`src/rtl/dmem_lsu.sv`:
```
// Load/store unit: maps RV32I b/h/w loads and stores onto a word-wide RAM with no byte enables.
// Latency: load 2 stall cycles, store 3 (read-modify-write), fault 1; result is valid in DONE.
// Backpressure: stall = req while not in DONE; the core holds req/inputs until stall falls.
module dmem_lsu #(
    parameter int AW = 20
) (
    input  logic          clk,
    input  logic          rst,
    input  logic          req,
    input  logic          wr,
    input  logic [2:0]    funct3,
    input  logic [31:0]   addr,
    input  logic [31:0]   wdata,
    output logic [31:0]   rdata,
    output logic          stall,
    output logic          fault,
    output logic [AW-1:0] ram_addr,
    output logic [31:0]   ram_d,
    output logic          ram_we,
    output logic          ram_tick,
    input  logic [31:0]   ram_q
);

    localparam logic [1:0] S_IDLE = 2'd0;
    localparam logic [1:0] S_RD   = 2'd1;
    localparam logic [1:0] S_WR   = 2'd2;
    localparam logic [1:0] S_DONE = 2'd3;

    logic [1:0]  state;
    logic [31:0] lat_addr;
    logic [31:0] lat_wdata;
    logic        lat_wr;
    logic [2:0]  lat_f3;
    logic [31:0] old_word;

    logic        bad_f3;
    logic        bad_range;
    logic        bad_align;
    logic        req_fault;
    logic [7:0]  ld_byte;
    logic [15:0] ld_half;
    logic [31:0] ld_val;
    logic [31:0] st_word;

    // Error classification of the incoming request; evaluated only at acceptance.
    always_comb begin
        bad_f3    = (funct3 == 3'b011) || (funct3 == 3'b110) || (funct3 == 3'b111) ||
                    (wr && funct3[2]);
        bad_range = |addr[31:AW+2];
        bad_align = ((funct3[1:0] == 2'b01) && addr[0]) ||
                    ((funct3[1:0] == 2'b10) && (addr[1:0] != 2'b00));
        req_fault = bad_f3 || bad_range || bad_align;
    end

    // Lane select and sign/zero extension for loads (little-endian lanes).
    always_comb begin
        ld_byte = ram_q[{lat_addr[1:0], 3'b000} +: 8];
        ld_half = lat_addr[1] ? ram_q[31:16] : ram_q[15:0];
        case (lat_f3[1:0])
            2'b00:   ld_val = {{24{ld_byte[7] & ~lat_f3[2]}}, ld_byte};
            2'b01:   ld_val = {{16{ld_half[15] & ~lat_f3[2]}}, ld_half};
            default: ld_val = ram_q;
        endcase
    end

    // Store merge: replace only the addressed lane of the word read in RD.
    always_comb begin
        st_word = old_word;
        case (lat_f3[1:0])
            2'b00:   st_word[{lat_addr[1:0], 3'b000} +: 8] = lat_wdata[7:0];
            2'b01:   st_word[{lat_addr[1], 4'b0000} +: 16] = lat_wdata[15:0];
            default: st_word = lat_wdata;
        endcase
    end

    // RAM side and stall; a reset during WR suppresses the write in that same cycle.
    always_comb begin
        ram_addr = lat_addr[AW+1:2];
        ram_we   = (state == S_WR) && !rst;
        ram_tick = ram_we;
        ram_d    = ram_we ? st_word : 32'h0;
        stall    = req && (state != S_DONE);
    end

    // Access sequencer: latch on acceptance, read, optionally write back, report.
    always_ff @(posedge clk) begin
        if (rst) begin
            state     <= S_IDLE;
            lat_addr  <= 32'h0;
            lat_wdata <= 32'h0;
            lat_wr    <= 1'b0;
            lat_f3    <= 3'b000;
            old_word  <= 32'h0;
            rdata     <= 32'h0;
            fault     <= 1'b0;
        end else begin
            case (state)
                S_IDLE: begin
                    if (req) begin
                        lat_addr  <= addr;
                        lat_wdata <= wdata;
                        lat_wr    <= wr;
                        lat_f3    <= funct3;
                        rdata     <= 32'h0;
                        if (req_fault) begin
                            fault <= 1'b1;
                            state <= S_DONE;
                        end else begin
                            fault <= 1'b0;
                            state <= S_RD;
                        end
                    end
                end
                S_RD: begin
                    if (lat_wr) begin
                        old_word <= ram_q;
                        state    <= S_WR;
                    end else begin
                        rdata <= ld_val;
                        state <= S_DONE;
                    end
                end
                S_WR:    state <= S_DONE;
                default: state <= S_IDLE;
            endcase
        end
    end

endmodule
```
`config.mk`:
```
export PLATFORM = sky130hd
export DESIGN_NAME = dmem_lsu
export DESIGN_NICKNAME = d
export VERILOG_FILES = /design/src/rtl/dmem_lsu.sv
export SDC_FILE = /design/constraint.sdc
export NUM_CORES = 1
export LEC_CHECK = 0
export CAP_MARGIN = 40
export CORE_ASPECT_RATIO = 0.9
export CORE_MARGIN = 2
export CORE_UTILIZATION = 53
export CTS_BUF_LIST = sky130_fd_sc_hd__clkbuf_4 sky130_fd_sc_hd__clkbuf_8
export CTS_CLUSTER_DIAMETER = 200
export CTS_CLUSTER_SIZE = 40
export DETAILED_ROUTE_END_ITERATION = 10
export GPL_TIMING_DRIVEN = 0
export PLACE_DENSITY = 0.88
export RECOVER_POWER = 50
export SLEW_MARGIN = 15
export SYNTH_ARGS = -nofsm -noshare
export SYNTH_HDL_FRONTEND = slang
export SYNTH_SLANG_ARGS = --single-unit
```
`constraint.sdc`:
```
create_clock -name clk -period 5.5 [get_ports clk]
set_clock_uncertainty 0.05 [all_clocks]
set_input_delay 1.1 -clock clk [delete_from_list [all_inputs] [get_ports clk]]
set_output_delay 1.1 -clock clk [all_outputs]
set_load 0.02 [all_outputs]
```
==> flow_summary_export.csv <==
group,metric,value,unit
worst_setup_path,crit_fanout,12,
yosys,syn-instance-count,865,
worst_setup_path,startpoint,"lat_addr[1]",
power_and_ir_drop,p_per_area,350,nW/um^2
placement,gp_congestion,0.972,
clocking,clk_pin_slew_worst_paths,70,ps
clocking,cts_tree,"done",
yosys,yosys_most_used_dff,"dfxtp_1",
route,dr.pass1.iters,6,
worst_setup_path,cp-start-kind,"register",
yosys,yosysTopAreaCell,"dfxtp_1",
grt,grt.total_usage,0.333,
timing,grt_setup_unrepaired,"false",
clocking,numClockSinks,125,
yosys,syn_area,6580,sq um
route,detail-route-antenna-nets,0,
grt,grt_max_degree,17,
die,die_area,13300,sq um
timing,timing.final.ws_setup,566,ps
grt,grt_pass1_vias,6828,
worst_setup_path,timing.rr.start,"state[0]",
final_layout,drive_gt1_frac,0.0912,
min_path,hold_depth,2,
timing,max_slew.worst_pin.slew,1130,ps
yosys,ys_ff_latch,125,
route,post_drt_wl_per_cell,17.9,um
die,die_w,121,um
worst_setup_path,r2r_cells,7,
min_path,min_from,"rdata[9]",
power_and_ir_drop,pwr-share-seq,0.358,
yosys,synth-adder-area-share,0.0171,
clocking,cts_resized,0,
final_layout,syn_to_final_growth,36.8,%
die,start_util,0.545,
power_and_ir_drop,switchingPower,1.24,mW
clocking,post_cts_buffers,0,
clocking,cts_buffer_depth,2,
placement,dp.cells,1215,
timing,fmax,203,MHz
power_and_ir_drop,ir_drop,274,uV
placement,place_ws,888,ps
worst_setup_path,cp.arrival,3780,ps
yosys,avgSynthCellArea,7.61,sq um
timing,setup_tns,0,ps
grt,grt_first_pass_wirelength,34.4,mm
power_and_ir_drop,clock_power_share,0.226,
power_and_ir_drop,sw_frac_of_total,0.394,
final_layout,instances_no_fill,1246,
worst_setup_path,crit_top_cell,"buf_2",
clocking,htreeDepth,4,
die,ios,191,
timing,setup_viol,0,
final_layout,fillers,975,
power_and_ir_drop,p_leak,3.20,nW
yosys,syn_nets,977,
yosys,synth-simple-area-share,0.214,
min_path,hold_path_class,"register to register",
grt,grt.overflow.total,0,
worst_setup_path,critical_path_class,"register to output pin",
die,coreArea,12100,sq um
timing,slew_headroom,0.244,
worst_setup_path,endpoint_kind,"output pin",
final_layout,final_area,9010,sq um
power_and_ir_drop,p_comb_frac,0.416,
yosys,async_reset_ff_frac,0,
job,maxCapViolCount,0,
clocking,hold_buffers,0,
route,drtIter0Drc,992,
yosys,ys_warn_count,0,
clocking,cts_root_buf,"clkbuf_8",
worst_setup_path,slowest_delay,740,ps
route,via_per_inst,5.92,
timing,timing.final.crit_share,0.897,
yosys,synthTopCellsByArea,"dfxtp_1 38%, nand2_1 13%, a21oi_1 9.1%",
yosys,seq_area_frac_synth,0.380,
placement,dpl_cell_area,8680,sq um
grt,antenna_found_initial,0,
route,routed_wl,22.3,mm
die,die_h,110,um
yosys,synthMuxAreaShare,0.0479,
placement,hpwlAfterDp,16.7,mm
final_layout,final_net_count,1186,
clocking,clk_latency,440,ps
route,route.vias.total,7381,
clocking,numCtsBuffers,17,
timing,final-hold-violation-count,0,
yosys,synthXorXnorAreaFrac,0,
placement,port_buffers,190,
die,rows,38,
yosys,synth_edf_count,0,
yosys,synth-compound-area-share,0.259,
yosys,yosysUniqueCellTypes,50,
final_layout,diodes,0,
worst_setup_path,crit_slowest_cell,"nor4b_2",
timing,drv_slew,0,
route,drc_errors,0,
worst_setup_path,critPathRequiredTime,4350,ps
yosys,synth_top_area_frac,0.380,
timing,period_minus_slack,4930,ps
yosys,synth_top_family_by_area,"compound AO/OA/AOI/OAI gates",
power_and_ir_drop,power.internal,1.91,mW
run_status,status,"finished, final reports clean",
worst_setup_path,path_cells,"inv_1, buf_2, buf_2, ha_1, nor4b_2, a221oi_1, nor2_1, clkdlybuf4s50_1",
## cell type report
cell class	count	area [sq um]	share of cell area
repair buffers	190	1900	0.211
flip-flops and latches	125	2500	0.278
plain buffers	96	480	0.0533
inverters	12	45.0	0.00500
clock inverters	10	67.6	0.00750
multi-input cells	632	3530	0.392
clock buffers	21	277	0.0307
well taps	160	200	0.0222
## cell families after synthesis
family,after synthesis
AOI/OAI and AO/OA,273
adders and majority gates,9
buffers and inverters,108
DFF,125
muxes,28
and+or+nand+nor,322
## layer usage
layer / track usage / vias to the layer above / share of wire
met5: 0 / - / 0
met4: 0.146 / 0 / 0.041
met3: 0.0902 / 90 / 0.11
met2: 0.540 / 497 / 0.45
met1: 0.419 / 3366 / 0.40
li1: - / 3428 / -
## power groups by stage
stage	clock network [mW]	logic (mW)	registers, mW
6_report	0.712	1.31	1.13
5_1_grt	0.761	1.42	1.14
4_1_cts	0.712	1.32	1.13
3_5_place_dp	0	1.31	1.15
3_3_place_gp	0	1.28	1.14
2_1_floorplan	0	0.788	1.18
## synth_stat cells (all sizes together), types with 10 or more instances
cell type    n
nand2      230
o21ai       55
or3         21
nor3        10
a21oi      122
o22ai       17
a221oi      16
buf         52
nor2        28
clkbuf      44
dfxtp      125
inv         10
mux2        18
## layout by cell type, fill, tap and decap left out, types with 4 or more instances in the layout
| cell type | n |
|---|---|
| nor3b_1 | 9 |
| dfxtp_1 | 125 |
| mux2_1 | 8 |
| clkbuf_8 | 19 |
| a31oi_1 | 7 |
| o21ai_0 | 33 |
| a22oi_1 | 9 |
| a32o_1 | 9 |
| nor2_1 | 28 |
| o2bb2ai_1 | 8 |
| clkinv_2 | 4 |
| or3_1 | 21 |
| mux2_2 | 10 |
| clkdlybuf4s50_1 | 161 |
| a21boi_2 | 7 |
| o22ai_1 | 17 |
| mux2i_1 | 9 |
| o21ai_1 | 22 |
| dlygate4sd3_1 | 29 |
| ha_1 | 9 |
| a221oi_1 | 16 |
| buf_4 | 25 |
| buf_2 | 15 |
| nor3_1 | 10 |
| a221o_1 | 8 |
| nand2_1 | 230 |
| inv_1 | 6 |
| clkinvlp_4 | 4 |
| a21oi_1 | 120 |
| clkbuf_1 | 48 |
| nor2b_1 | 9 |
| inv_2 | 4 |
| o211ai_1 | 8 |
| buf_1 | 7 |
## worst paths after layout
kind	endpoint	slack [ps]
worst max-delay path	ram_d[0]	570
worst min-delay path	rdata[9]	400
worst max register to register	rdata[18]	2840
worst min register to register	rdata[9]	400
## flip-flops by register name (all words and copies together) (netlist names)
signal and flops:
lat_wdata 32, old_word 32, rdata 32, lat_addr 22, lat_f3 3, state 2, fault 1, lat_wr 1
## stage by stage
stage | total power, mW | hold slack (ps) | utilization
finish | 3.16 | 400 | 0.746
detailed placement | 2.46 | 389 | 0.719
CTS | 3.16 | 399 | 0.748
global route | 3.32 | 420 | 0.746
global placement | 2.43 | 385 | 0.719
floorplan | 1.97 | 386 | -
## worst max-delay path: cells and delay by family, from the launching register on
kind / cells / cell delay, ps
adder cells (fa/ha/maj): 1 / 390
AND/OR/NAND/NOR: 2 / 950
buffers and inverters: 4 / 1280
flip-flops: 1 / 530
AO/OA/AOI/OAI: 1 / 180
Power figures use the tool's default switching activity.
